## src/rtl/alu_req_arbiter.sv

```systemverilog
// ---------------------------------------------------------------------------
// alu_req_arbiter
//
// Shares one external combinational ALU between two requesters.
// A round-robin arbiter picks one pending op, the winning operands are
// registered onto alu_a/alu_b/alu_sel, the ALU output is captured after a
// settle window of EXEC_CYCLES cycles, and the result is returned on a single
// valid/ready response channel tagged with the owning requester.
//
// Parameters
//   WIDTH        operand/result width (must match the ALU instance)
//   EXEC_CYCLES  cycles operands are held on the ALU before capture (>= 1)
//
// Ports
//   clk, rst                  clock (rising edge), synchronous active-high reset
//   r0_valid/r0_ready         requester 0 handshake (ready only asserted in IDLE)
//   r0_a, r0_b, r0_sel        requester 0 operands and opcode
//   r1_*                      same for requester 1
//   alu_a, alu_b, alu_sel     registered operands/opcode driven to the ALU
//   alu_out                   ALU result
//   rsp_valid/rsp_ready       response handshake
//   rsp_id                    requester owning the response
//   rsp_data                  captured ALU result
//   rsp_err                   opcode was outside the defined set (1010..1111)
//
// Configuration
//   ALU_FLAGS_EN  when defined, adds rsp_zero (rsp_data == 0) and rsp_neg
//                 (rsp_data MSB), registered alongside rsp_data.
// ---------------------------------------------------------------------------
module alu_req_arbiter #(
    parameter int unsigned WIDTH       = 16,
    parameter int unsigned EXEC_CYCLES = 1
) (
    input  logic             clk,
    input  logic             rst,

    input  logic             r0_valid,
    output logic             r0_ready,
    input  logic [WIDTH-1:0] r0_a,
    input  logic [WIDTH-1:0] r0_b,
    input  logic [3:0]       r0_sel,

    input  logic             r1_valid,
    output logic             r1_ready,
    input  logic [WIDTH-1:0] r1_a,
    input  logic [WIDTH-1:0] r1_b,
    input  logic [3:0]       r1_sel,

    output logic [WIDTH-1:0] alu_a,
    output logic [WIDTH-1:0] alu_b,
    output logic [3:0]       alu_sel,
    input  logic [WIDTH-1:0] alu_out,

    output logic             rsp_valid,
    input  logic             rsp_ready,
    output logic             rsp_id,
    output logic [WIDTH-1:0] rsp_data,
    output logic             rsp_err
`ifdef ALU_FLAGS_EN
    ,
    output logic             rsp_zero,
    output logic             rsp_neg
`endif
);

    localparam logic [1:0] IDLE = 2'd0;
    localparam logic [1:0] EXEC = 2'd1;
    localparam logic [1:0] RESP = 2'd2;

    localparam int unsigned CNT_W = (EXEC_CYCLES > 1) ? $clog2(EXEC_CYCLES) : 1;

    // Opcodes above this value are undefined for the ALU.
    localparam logic [3:0] SEL_MAX = 4'b1001;

    logic [1:0]       r_state;
    logic             r_prio;       // 0: r0 wins a tie, 1: r1 wins a tie
    logic [CNT_W-1:0] r_cnt;
    logic             r_id;         // owner of the op currently on the ALU

    logic [WIDTH-1:0] r_alu_a;
    logic [WIDTH-1:0] r_alu_b;
    logic [3:0]       r_alu_sel;

    logic             r_rsp_valid;
    logic             r_rsp_id;
    logic [WIDTH-1:0] r_rsp_data;
    logic             r_rsp_err;

    logic             w_idle;
    logic             w_gnt0;
    logic             w_gnt1;
    logic             w_accept;
    logic             w_rsp_done;

    // -----------------------------------------------------------------------
    // Arbitration: grant only in IDLE. A lone requester always wins; on a
    // tie the priority holder wins.
    // -----------------------------------------------------------------------
    assign w_idle     = (r_state == IDLE);
    assign w_gnt0     = w_idle & r0_valid & (~r1_valid | ~r_prio);
    assign w_gnt1     = w_idle & r1_valid & (~r0_valid |  r_prio);
    assign w_accept   = w_gnt0 | w_gnt1;
    assign w_rsp_done = (r_state == RESP) & r_rsp_valid & rsp_ready;

    assign r0_ready = w_gnt0;
    assign r1_ready = w_gnt1;

    // -----------------------------------------------------------------------
    // Control FSM, priority and settle counter
    // -----------------------------------------------------------------------
    always_ff @(posedge clk) begin
        if (rst) begin
            r_state <= IDLE;
            r_prio  <= 1'b0;
            r_cnt   <= '0;
            r_id    <= 1'b0;
        end else begin
            case (r_state)
                IDLE: begin
                    if (w_accept) begin
                        r_id    <= w_gnt1;
                        r_cnt   <= CNT_W'(EXEC_CYCLES - 1);
                        r_state <= EXEC;
                    end
                end
                EXEC: begin
                    if (r_cnt == '0) begin
                        r_state <= RESP;
                    end else begin
                        r_cnt <= r_cnt - CNT_W'(1);
                    end
                end
                RESP: begin
                    // The requester just served yields the tie-break.
                    if (w_rsp_done) begin
                        r_prio  <= ~r_rsp_id;
                        r_state <= IDLE;
                    end
                end
                default: begin
                    r_state <= IDLE;
                end
            endcase
        end
    end

    // -----------------------------------------------------------------------
    // Operand issue: latched on the request handshake, held afterwards so the
    // ALU inputs keep the last issued op.
    // -----------------------------------------------------------------------
    always_ff @(posedge clk) begin
        if (rst) begin
            r_alu_a   <= '0;
            r_alu_b   <= '0;
            r_alu_sel <= '0;
        end else if (w_accept) begin
            r_alu_a   <= w_gnt1 ? r1_a   : r0_a;
            r_alu_b   <= w_gnt1 ? r1_b   : r0_b;
            r_alu_sel <= w_gnt1 ? r1_sel : r0_sel;
        end
    end

    assign alu_a   = r_alu_a;
    assign alu_b   = r_alu_b;
    assign alu_sel = r_alu_sel;

    // -----------------------------------------------------------------------
    // Response capture and hold
    // -----------------------------------------------------------------------
    logic w_capture;
    assign w_capture = (r_state == EXEC) & (r_cnt == '0);

    always_ff @(posedge clk) begin
        if (rst) begin
            r_rsp_valid <= 1'b0;
            r_rsp_id    <= 1'b0;
            r_rsp_data  <= '0;
            r_rsp_err   <= 1'b0;
        end else if (w_capture) begin
            r_rsp_valid <= 1'b1;
            r_rsp_id    <= r_id;
            r_rsp_data  <= alu_out;
            r_rsp_err   <= (r_alu_sel > SEL_MAX);
        end else if (w_rsp_done) begin
            r_rsp_valid <= 1'b0;
        end
    end

    assign rsp_valid = r_rsp_valid;
    assign rsp_id    = r_rsp_id;
    assign rsp_data  = r_rsp_data;
    assign rsp_err   = r_rsp_err;

`ifdef ALU_FLAGS_EN
    logic r_rsp_zero;
    logic r_rsp_neg;

    always_ff @(posedge clk) begin
        if (rst) begin
            r_rsp_zero <= 1'b0;
            r_rsp_neg  <= 1'b0;
        end else if (w_capture) begin
            r_rsp_zero <= (alu_out == '0);
            r_rsp_neg  <= alu_out[WIDTH-1];
        end
    end

    assign rsp_zero = r_rsp_zero;
    assign rsp_neg  = r_rsp_neg;
`endif

endmodule

```

## config.mk

```make
export PLATFORM = sky130hd
export DESIGN_NAME = alu_req_arbiter
export DESIGN_NICKNAME = d
export VERILOG_FILES = /design/src/rtl/alu_req_arbiter.sv
export SDC_FILE = /design/constraint.sdc
export NUM_CORES = 1
export LEC_CHECK = 0
export ABC_AREA = 1
export BUFFER_PORTS_ARGS = -buffer_cell sky130_fd_sc_hd__buf_2
export CAP_MARGIN = 20
export CELL_PAD_IN_SITES_DETAIL_PLACEMENT = 0
export CELL_PAD_IN_SITES_GLOBAL_PLACEMENT = 1
export CORE_MARGIN = 2
export CORE_UTILIZATION = 32
export CTS_CLUSTER_SIZE = 10
export DETAILED_ROUTE_END_ITERATION = 10
export PLACE_DENSITY_LB_ADDON = 0.05
export SLEW_MARGIN = 20
export SYNTH_ARGS = -nofsm -noshare
export SYNTH_HDL_FRONTEND = slang
export SYNTH_SLANG_ARGS = --single-unit
```

## constraint.sdc

```tcl
create_clock -name clk -period 2.45 [get_ports clk]
set_clock_uncertainty 0.15 [all_clocks]
set_input_delay 0.735 -clock clk [delete_from_list [all_inputs] [get_ports clk]]
set_output_delay 0.735 -clock clk [all_outputs]
set_load 0.005 [all_outputs]
```

# Yosys cells after proc, flatten, opt, wreduce, memory -nomap -nowiden
# Cells that the tools add are included.
[totals] register_bits=60 in_bits=93 output_inout_bits=57 wordCells=52
[classes] n_addsub=1 n_lt_le_gt_ge=1 eq_ne=5 muxes=12 bitwise_logic=15 n_reduce_logical=7
[op_table] operator="16-bit 2-to-1 mux" count=2
[op_table] operator="1-bit bitwise AND" count=7
[op_table] operator="2-bit 2-to-1 mux" count=3
[op_table] operator="2-bit case mux with 3 select lines" count=1
[op_table] operator="2-bit AND reduction" count=3
[op_table] operator="1-bit inverter" count=5
[op_table] operator="4-bit > comparator, second input constant" count=1
[op_table] operator="1-bit 2-to-1 mux" count=4
[op_table] operator="4-bit 2-to-1 mux" count=1
[op_table] operator="2-bit inequality test, second input constant" count=2
[op_table] operator="2-bit nonzero test" count=2
[op_table] operator="1-bit OR" count=3
[op_table] operator="3-bit AND reduction" count=1
[op_table] operator="2-bit by 1-bit equality test with 1-bit output, second input constant" count=1
[op_table] operator="2-bit equality test, second input constant" count=1
[op_table] operator="2-bit zero test" count=1
[op_table] operator="2-bit by 1-bit inequality test with 1-bit output, second input constant" count=1
[op_table] operator="1-bit case mux with 2 select lines" count=1
[op_table] operator="1-bit subtractor, second input constant" count=1

# Logic depth before layout (Yosys ltp)
# Gate-level depths: netlist of the first run.
[depth] word_depth=6 ltp_mapped=9 depth_no_buf=7

# Worst setup path before layout of the first run
# Ideal clock, no wire load.
[synth_timing] kind="input to output" startpoint="input port r0_valid" endpoint="output port r1_ready" t_arrival_ns=1.279 t_required_ns=1.565 setup_slack_ns=0.286 cell_stages=5 path_buffers=2 path_cell_list="nand2_2 > nand3_2 > buf_4 > buf_6 > inv_1"
[synth_via] elab_chain_len=3
[synth_lines] item="start: declaration" line_no="37" text="input logic r0_valid,"
[synth_lines] item="1-bit inverter" line_no="101" text="assign w_gnt1 = w_idle & r1_valid & (~r0_valid | r_prio);"
[synth_lines] item="1-bit OR" line_no="101"
[synth_lines] item="1-bit bitwise AND" line_no="101"
[synth_lines] item="end: declaration" line_no="44" text="output logic r1_ready,"
# No other way between the ends.

# Worst setup path in the final report of the first run
[layout_timing] startpoint="register r_state[0]" endpoint="output port r0_ready"
[layout_via] elab_chain_len=3
[layout_lines] item="start: declaration" line_no="75" text="logic [1:0] r_state;"
[layout_lines] item="start signal: assignment" line_no="113" text="r_state <= IDLE;"
[layout_lines] item="start signal: assignment" line_no="123" text="r_state <= EXEC;"
[layout_lines] item="start signal: assignment" line_no="128" text="r_state <= RESP;"
[layout_lines] item="2-bit zero test" line_no="99" text="assign w_idle = (r_state == IDLE);"
[layout_lines] item="1-bit bitwise AND (2 in a row)" line_no="100" text="assign w_gnt0 = w_idle & r0_valid & (~r1_valid | ~r_prio);"
[layout_lines] item="end: declaration" line_no="38" text="output logic r0_ready,"
# No other way between the ends.

==> results of run 1 <==
-- path summary, 6_finish.rpt --
kind                                   end  slack, ps  depth (start not counted)
worst max-delay path              r0_ready        200                          4
worst min-delay path                  r_id        310                          2
worst max register to register  alu_sel[3]        590                          6
worst min register to register        r_id        310                          2
-- area by class of cell --
type | instances | area (um^2)
clock buffers | 9 | 124
clock inverters | 7 | 103
fillers | 976 | 4840
inverters | 78 | 293
multi-input cells | 253 | 1190
flip-flops and latches | 59 | 1180
well taps | 108 | 135
repair buffers | 157 | 806
-- synth_stat cells (all sizes together) --
master	count
dfxtp	59
o21ai	20
nand3	38
a21oi	42
buf	23
nand2	79
inv	77
clkinv	1
nand4	37
clkbuf	8
nor2	37
-- kinds of logic after synthesis --
logic type | share of synthesized area
compound gates | 0.110
buf+inv | 0.169
flops | 0.414
simple gates | 0.306
-- flip-flops by register name (all words and copies together), names as in the netlist --
name,cells
alu_a,16
alu_b,16
rsp_data,16
alu_sel,4
r_state,2
r_id,1
r_prio,1
rsp_err,1
rsp_id,1
rsp_valid,1
-- worst max-delay path: stages (launching register included) --
cell	delay, ps
dfxtp_1	350
nor2_4	350
nand2_1	90
a21oi_1	110
buf_2	130
-- power by group --
group          internal, mW  switching [mW]
sequential             1.08          0.0571
clock                 0.579           0.427
combinational         0.278           0.389
-- layer usage --
metal / track usage / wire length, um / vias up
met5: 0 / 15 / -
met3: 0.0465 / 621 / 14
met2: 0.298 / 3910 / 102
met4: 0.0664 / 143 / 2
met1: 0.217 / 3810 / 1323
li1: - / - / 1615
-- layout by cell type (no fill, tap or decap) --
cell type | Yosys | final
nand4_1 | 37 | 37
buf_2 | 13 | 149
inv_2 | 1 | 1
nand2_2 | 1 | 1
dfxtp_1 | 59 | 59
bufinv_16 | 0 | 2
a21oi_1 | 42 | 42
clkinv_4 | 0 | 4
nor2_1 | 36 | 36
o21ai_4 | 0 | 1
nand3_1 | 37 | 37
clkinv_1 | 1 | 1
o21ai_0 | 19 | 19
clkbuf_8 | 0 | 9
nand2_1 | 78 | 78
buf_4 | 5 | 8
clkinvlp_4 | 0 | 1
nor2_4 | 1 | 1
nand3_2 | 1 | 1
inv_1 | 76 | 76
-- per-stage QoR --
stage	util	total power [mW]	hold WS, ps	instance area, um^2	std cells
after floorplan	-	1.57	286	2850	421
after global placement	0.416	1.83	298	3610	655
after detailed placement	0.416	1.84	307	3610	655
after CTS	0.442	2.85	318	3830	671
after global routing	0.442	3.00	347	3830	671
final	0.442	2.81	313	3830	671
==> summary.txt, run 1 <==
Outcome
  – Status: finished, final reports clean

Route
  – Routed WL: 8500 um
  – WL per Instance: 12.7 um
  – Vias per inst: 4.55
  – DR pass1 iterations: 4
  – DR vias: 3056
  – DR iter-0 viols: 57
  – Routed Antenna Nets: 0
  – Residual DRC: 0

Clocking
  – CTS Sinks: 59
  – CTS H-tree depth: 3
  – CTS Root Cell: clkbuf_8
  – # hold bufs at CTS: 0
  – CTS max path bufs: 2
  – Clock transition at the registers of the reported paths: 70 ps
  – Num CTS Buffers: 9
  – Post-CTS setup buffers: 0
  – CTS tree: done
  – CTS resizes: 0
  – Clk_lat worst skew: 340 ps

Setup path
  – Critical path arrival: 1360 ps
  – Worst path required time: 1560 ps
  – Crit-path max FO: 12
  – Setup crit end kind: output port
  – Reg-to-Reg Start: r_state[0]
  – Critical Path Start Type: register
  – Crit path from: r_state[0]
  – Critical path class: reg -> out

Synth
  – Cell variety after synth: 19
  – Seq/Total Area, Yosys: 0.414
  – Mapped Area: 2850 um^2
  – Count of state elements after synthesis: 59
  – Dominant cell type by area after synthesis: dfxtp_1
  – Synth area leaders: dfxtp_1, nand2_1, inv_1, nand4_1, a21oi_1
  – Mean Syn Cell Area: 6.77 um^2
  – Synth top area share: 0.414
  – Yosys warns: 0
  – Cells after synthesis: 421
  – Syn Nets: 514

STA
  – TNS Setup: 0 ps
  – Worst-margin pin slew: 657 ps
  – Fin. max-slew vios: 0
  – Final Cycle Share: 0.918
  – Setup Viol. Count Final: 0
  – Minimum clock period: 2250 ps
  – Rel. slew slack: 0.562
  – Final WS setup: 202 ps
  – RSZ-0062 raised after global routing: no
  – Final hold violations: 0
  – Fmax: 445 MHz

Die
  – Row count: 34
  – Chip width: 98.4 um
  – Die footprint: 9680 um^2
  – Die H: 98.4 um
  – Starting Density: 0.328
  – Core Area: 8680 um^2
  – # IOs: 150

Placed design
  – Dpl ws: 251 ps
  – Port Buffers: 149
  – Final HPWL DP: 5650 um
  – Placer Congestion: 0.796

Layout
  – Nets: 651
  – Area growth, synth to finish: 34.5%
  – Ant diodes: 0
  – Layout cell share with drive strength beyond 1: 0.316

Worst hold path
  – Hold_sp: r_id
  – Hold Path Class: reg -> reg

Global route
  – Total GRT Usage: 0.177
  – Antenna violations before repair: 1
  – Global-route wire length before repair: 13800 um
  – Largest net degree at the start of global routing: 39
  – Total congestion overflow: 0
  – Vias in the first global route: 2926

Job
  – Max Cap Viol: 0

Power
  – Worst VDD drop: 0.244 mV
  – Pwr Density: 732 nW/um^2
  – Leakage: 2.15 nW
Note: power is estimated with default switching activity, not from simulation.
==> inputs of run 2 (changes only) <==
RECOVER_POWER = 25   (was default)
==> summary.txt, run 2 (same netlist as run 1, synthesis figures left out) <==
Layout
  – Ant diodes: 0 (unchanged)
  – # fillers: 975 (-0.10%)
  – Nets: 651 (unchanged)
  – Most frequent cells in the layout: buf_2, nand2_1, inv_1, dfxtp_1, a21oi_1
  – Area growth, synth to finish: 34.4% (about the same)
  – Final cell count without fillers: 671 (unchanged)
  – Commonest non-fill, non-tap cell in the layout: buf_2
  – Final Cell Area: 3830 um^2 (about the same)
  – Layout cell share with drive strength beyond 1: 0.314 (-0.00178)
  – Final Util: 0.441 (about the same)

Die
  – Core Area: 8680 um^2 (unchanged)
  – Die footprint: 9680 um^2 (unchanged)
  – # IOs: 150 (unchanged)
  – Die H: 98.4 um (unchanged)
  – Chip width: 98.4 um (unchanged)
  – Row count: 34 (unchanged)
  – Starting Density: 0.328 (unchanged)

Clocking
  – CTS Sinks: 59 (unchanged)
  – Post-CTS setup buffers: 0 (unchanged)
  – CTS resizes: 0 (unchanged)
  – CTS tree: done
  – Clock transition at the registers of the reported paths: 70 ps (about the same)
  – CTS max path bufs: 2 (unchanged)
  – CTS H-tree depth: 3 (unchanged)
  – # hold bufs at CTS: 0 (unchanged)
  – CTS Root Cell: clkbuf_8
  – Clk_lat worst skew: 340 ps (about the same)
  – Num CTS Buffers: 9 (unchanged)

Route
  – Vias per inst: 4.56 (about the same)
  – Routed WL: 8510 um (about the same)
  – Routed Antenna Nets: 0 (unchanged)
  – DR pass1 iterations: 4 (unchanged)
  – DR iter-0 viols: 57 (unchanged)
  – Residual DRC: 0 (unchanged)
  – DR vias: 3057 (+0.033%)
  – WL per Instance: 12.7 um (about the same)

Setup path
  – Worst path required time: 1560 ps (about the same)
  – Critical path class: reg -> out
  – Critical path arrival: 1360 ps (about the same)
  – Crit-path max FO: 12 (unchanged)
  – Setup crit end kind: output port
  – Critical Path Start Type: register

Global route
  – Total GRT Usage: 0.177 (unchanged)
  – Largest net degree at the start of global routing: 39 (unchanged)
  – Vias in the first global route: 2926 (unchanged)
  – Antenna violations before repair: 1 (unchanged)
  – Global-route wire length before repair: 13800 um (unchanged)
  – Total congestion overflow: 0 (unchanged)

Placed design
  – Final HPWL DP: 5650 um (unchanged)
  – Placed cell areas: 3610 um^2 (unchanged)
  – DP Cell Count: 655 (unchanged)
  – Port Buffers: 149 (unchanged)
  – Placer Congestion: 0.796 (unchanged)

STA
  – RSZ-0062 raised after global routing: no
  – Rel. slew slack: 0.474 (-0.0881)
  – Fmax: 445 MHz (about the same)
  – Worst-margin pin slew: 790 ps (+133 ps)
  – Final Cycle Share: 0.918 (about the same)
  – TNS Setup: 0 ps (unchanged)
  – Setup Viol. Count Final: 0 (unchanged)
  – Final hold violations: 0 (unchanged)
  – Fin. max-slew vios: 0 (unchanged)
  – Minimum clock period: 2250 ps (+0.0440 ps)

Job
  – Max Cap Viol: 0 (unchanged)

Power
  – Power, Total: 2.81 mW (about the same)
  – Worst VDD drop: 0.244 mV (about the same)
  – Pwr Density: 733 nW/um^2 (about the same)
  – Leakage: 2.15 nW (-0.16%)

Outcome
  – Status: finished, final reports clean

Worst hold path
  – Hold Path Class: reg -> reg
==> run 2: through the flow <==
stage               worst slack, ps  hold WS [ps]
finish                          202           313
global route                   9.33           347
CTS                             171           318
detailed placement              251           307
global placement                244           298
floorplan                       286           286
==> run 2: per-layer routing <==
layer,track usage,up-vias,part of all wire
met5,0,-,0.0018
met4,0.0664,2,0.017
met3,0.0465,14,0.073
met2,0.298,102,0.46
met1,0.217,1323,0.45
li1,-,1616,-
==> run 2: cell type report <==
cell class | count | area, um^2 | share of cell area
multi-input combinational | 253 | 1190 | 0.312
sequential | 59 | 1180 | 0.308
timing repair buffer | 157 | 802 | 0.209
inverter | 78 | 293 | 0.0764
tap | 108 | 135 | 0.0353
clock buffer | 9 | 124 | 0.0323
clock inverter | 7 | 103 | 0.0268
==> run 2: worst paths after layout <==
kind / from / end / slack, ps / depth (start not counted)
min: r_id / r_id / 310 / 2
max: r_state[0] / r0_ready / 200 / 4
max reg2reg: r_state[0] / alu_sel[3] / 590 / 6
min reg2reg: r_id / r_id / 310 / 2
==> run 2: power breakdown <==
group	leakage [nW]	internal, mW	switching (mW)
Clock	0.110	0.579	0.427
Combinational	1.55	0.277	0.389
Sequential	0.489	1.08	0.0571
Total	2.15	1.94	0.873
==> run 2: worst max-delay path, cell delays in order (launching register included) <==
cell and delay, ps:
dfxtp_1 350, nor2_4 350, nand2_1 90, a21oi_1 110, buf_2 130
==> inputs of run 3 (changes only) <==
CORE_MARGIN = default   (was 2)
==> summary.txt, run 3 (same netlist as run 1, synthesis figures left out) <==
Die
  – Die H: 96.4 um (-2.0%)
  – Core Area: 8680 um^2 (unchanged)
  – # IOs: 150 (unchanged)
  – Die footprint: 9290 um^2 (-4.0%)
  – Starting Density: 0.328 (unchanged)
  – Row count: 34 (unchanged)
  – Chip width: 96.4 um (-2.0%)

STA
  – TNS Setup: 0 ps (unchanged)
  – Minimum clock period: 2310 ps (+63.5 ps)
  – Final Cycle Share: 0.943 (+0.0259)
  – Setup Viol. Count Final: 0 (unchanged)
  – Worst-margin pin slew: 839 ps (+49.7 ps)
  – Final WS setup: 139 ps (-63.5 ps)
  – RSZ-0062 raised after global routing: no
  – Fin. max-slew vios: 0 (unchanged)
  – Fmax: 433 MHz (-2.7%)
  – Final hold violations: 0 (unchanged)
  – Rel. slew slack: 0.440 (-0.0331)

Placed design
  – Port Buffers: 149 (unchanged)
  – Final HPWL DP: 5610 um (-0.73%)
  – Dpl ws: 344 ps (+93.3 ps)
  – Placer Congestion: 0.746 (-6.4%)

Clocking
  – CTS max path bufs: 2 (unchanged)
  – CTS Root Cell: clkbuf_8
  – CTS Sinks: 59 (unchanged)
  – Post-CTS setup buffers: 0 (unchanged)
  – Clk_lat worst skew: 330 ps (about the same)
  – CTS tree: done
  – CTS resizes: 0 (unchanged)
  – Num CTS Buffers: 9 (unchanged)
  – # hold bufs at CTS: 0 (unchanged)
  – Clock transition at the registers of the reported paths: 70 ps (about the same)
  – CTS H-tree depth: 3 (unchanged)

Job
  – Max Cap Viol: 0 (unchanged)

Route
  – Residual DRC: 0 (unchanged)
  – DR pass1 iterations: 4 (unchanged)
  – WL per Instance: 12.3 um (-3.2%)
  – DR vias: 3087 (+0.98%)
  – DR iter-0 viols: 105 (+84%)
  – Vias per inst: 4.59 (+0.68%)
  – Routed Antenna Nets: 0 (unchanged)
  – Routed WL: 8260 um (-2.9%)

Setup path
  – Reg-to-Reg Start: r_state[0]
  – Crit path from: r_state[0]
  – Critical path arrival: 1430 ps (+70 ps)
  – Crit-path max FO: 14 (+2)
  – Flop2flop setup slack: 470 ps (-120 ps)
  – FF-to-FF End: alu_a[13]
  – Critical Path Start Type: register
  – Worst path required time: 1560 ps (about the same)
  – Critical path class: reg -> out
  – Setup crit end kind: output port
  – R2R depth: 6 (unchanged)

Power
  – Leakage: 2.09 nW (-2.5%)
  – Sw Share: 0.309 (-0.00223)
  – Internal power: 1.93 mW (-0.38%)
  – Pwr Density: 729 nW/um^2 (-0.54%)
  – Flop pwr share: 0.408 (+0.003)
  – Power, Total: 2.79 mW (-0.70%)
  – Combinational Power Share: 0.235 (-0.002)
  – Clock share of power: 0.357 (about the same)
  – Worst VDD drop: 0.272 mV (+12%)
  – NetSw: 0.861 mW (-1.4%)

Global route
  – Vias in the first global route: 2645 (-9.6%)
  – Global-route wire length before repair: 12800 um (-7.3%)
  – Met1 GRT Util: 0.224 (+0.00738)
  – M2 GR Usage: 0.301 (+0.00255)
  – Most used routing layer: met2
  – Met3 GRT Util: 0.0501 (+0.00355)
  – Antenna violations before repair: 0 (-1)
  – Total congestion overflow: 0 (unchanged)
  – Total GRT Usage: 0.181 (+0.00429)
  – Largest net degree at the start of global routing: 39 (unchanged)

Layout
  – Ant diodes: 0 (unchanged)
  – Nets: 653 (+0.31%)
  – Commonest non-fill, non-tap cell in the layout: buf_2
  – Area growth, synth to finish: 34.2%
  – Layout cell share with drive strength beyond 1: 0.288 (-0.0259)
  – Most frequent cells in the layout: buf_2, nand2_1, inv_1, dfxtp_1, a21oi_1
  – Final Util: 0.441 (-0.000721)

Worst hold path
  – Hold_sp: r_id
  – WHS Path Cells: 2 (unchanged)
  – Hold Path Class: reg -> reg
  – Hold Path Sink: r_id

Outcome
  – Status: finished, final reports clean
## run 3: cell type report
class / instances / area (um^2)
sequential: 59 / 1180
inverter: 78 / 293
fill: 1011 / 4850
clock inverter: 7 / 101
clock buffer: 9 / 124
tap: 108 / 135
timing repair buffer: 159 / 797
multi-input combinational: 253 / 1190
## run 3: critical path: stages (launching register included)
cell and delay (ps):
dfxtp_1 340, nor2_4 390, nand2_1 100, a21oi_1 140
buf_2 130
## run 3: how the worst max path moves through the flow
stage                            to  slack [ps]  cells after the start
after floorplan            r1_ready         290                      5
after global placement     r1_ready         370                      5
after detailed placement  alu_a[13]         340                      6
after CTS                  r0_ready          90                      4
after global routing       r0_ready          10                      4
final                      r0_ready         140                      4
## run 3: per-layer routing
metal	part of all wire	vias to the layer above
met5	0	-
met4	0.011	0
met3	0.074	9
met2	0.47	86
met1	0.44	1370
li1	-	1622
## run 3: through the flow
stage,cell area [um^2],hold slack [ps],std cells
4_1_cts,3850,327,673
6_report,3820,319,673
5_1_grt,3820,354,673
3_5_place_dp,3620,316,657
2_1_floorplan,2850,286,421
3_3_place_gp,3620,302,657
## run 3: power by group through the flow
stage / combinational, mW / clock (mW) / sequential [mW]
final: 0.655 / 0.994 / 1.14
after global routing: 0.755 / 1.08 / 1.16
after CTS: 0.680 / 1.04 / 1.14
after detailed placement: 0.678 / 0 / 1.16
after global placement: 0.672 / 0 / 1.16
after floorplan: 0.403 / 0 / 1.17
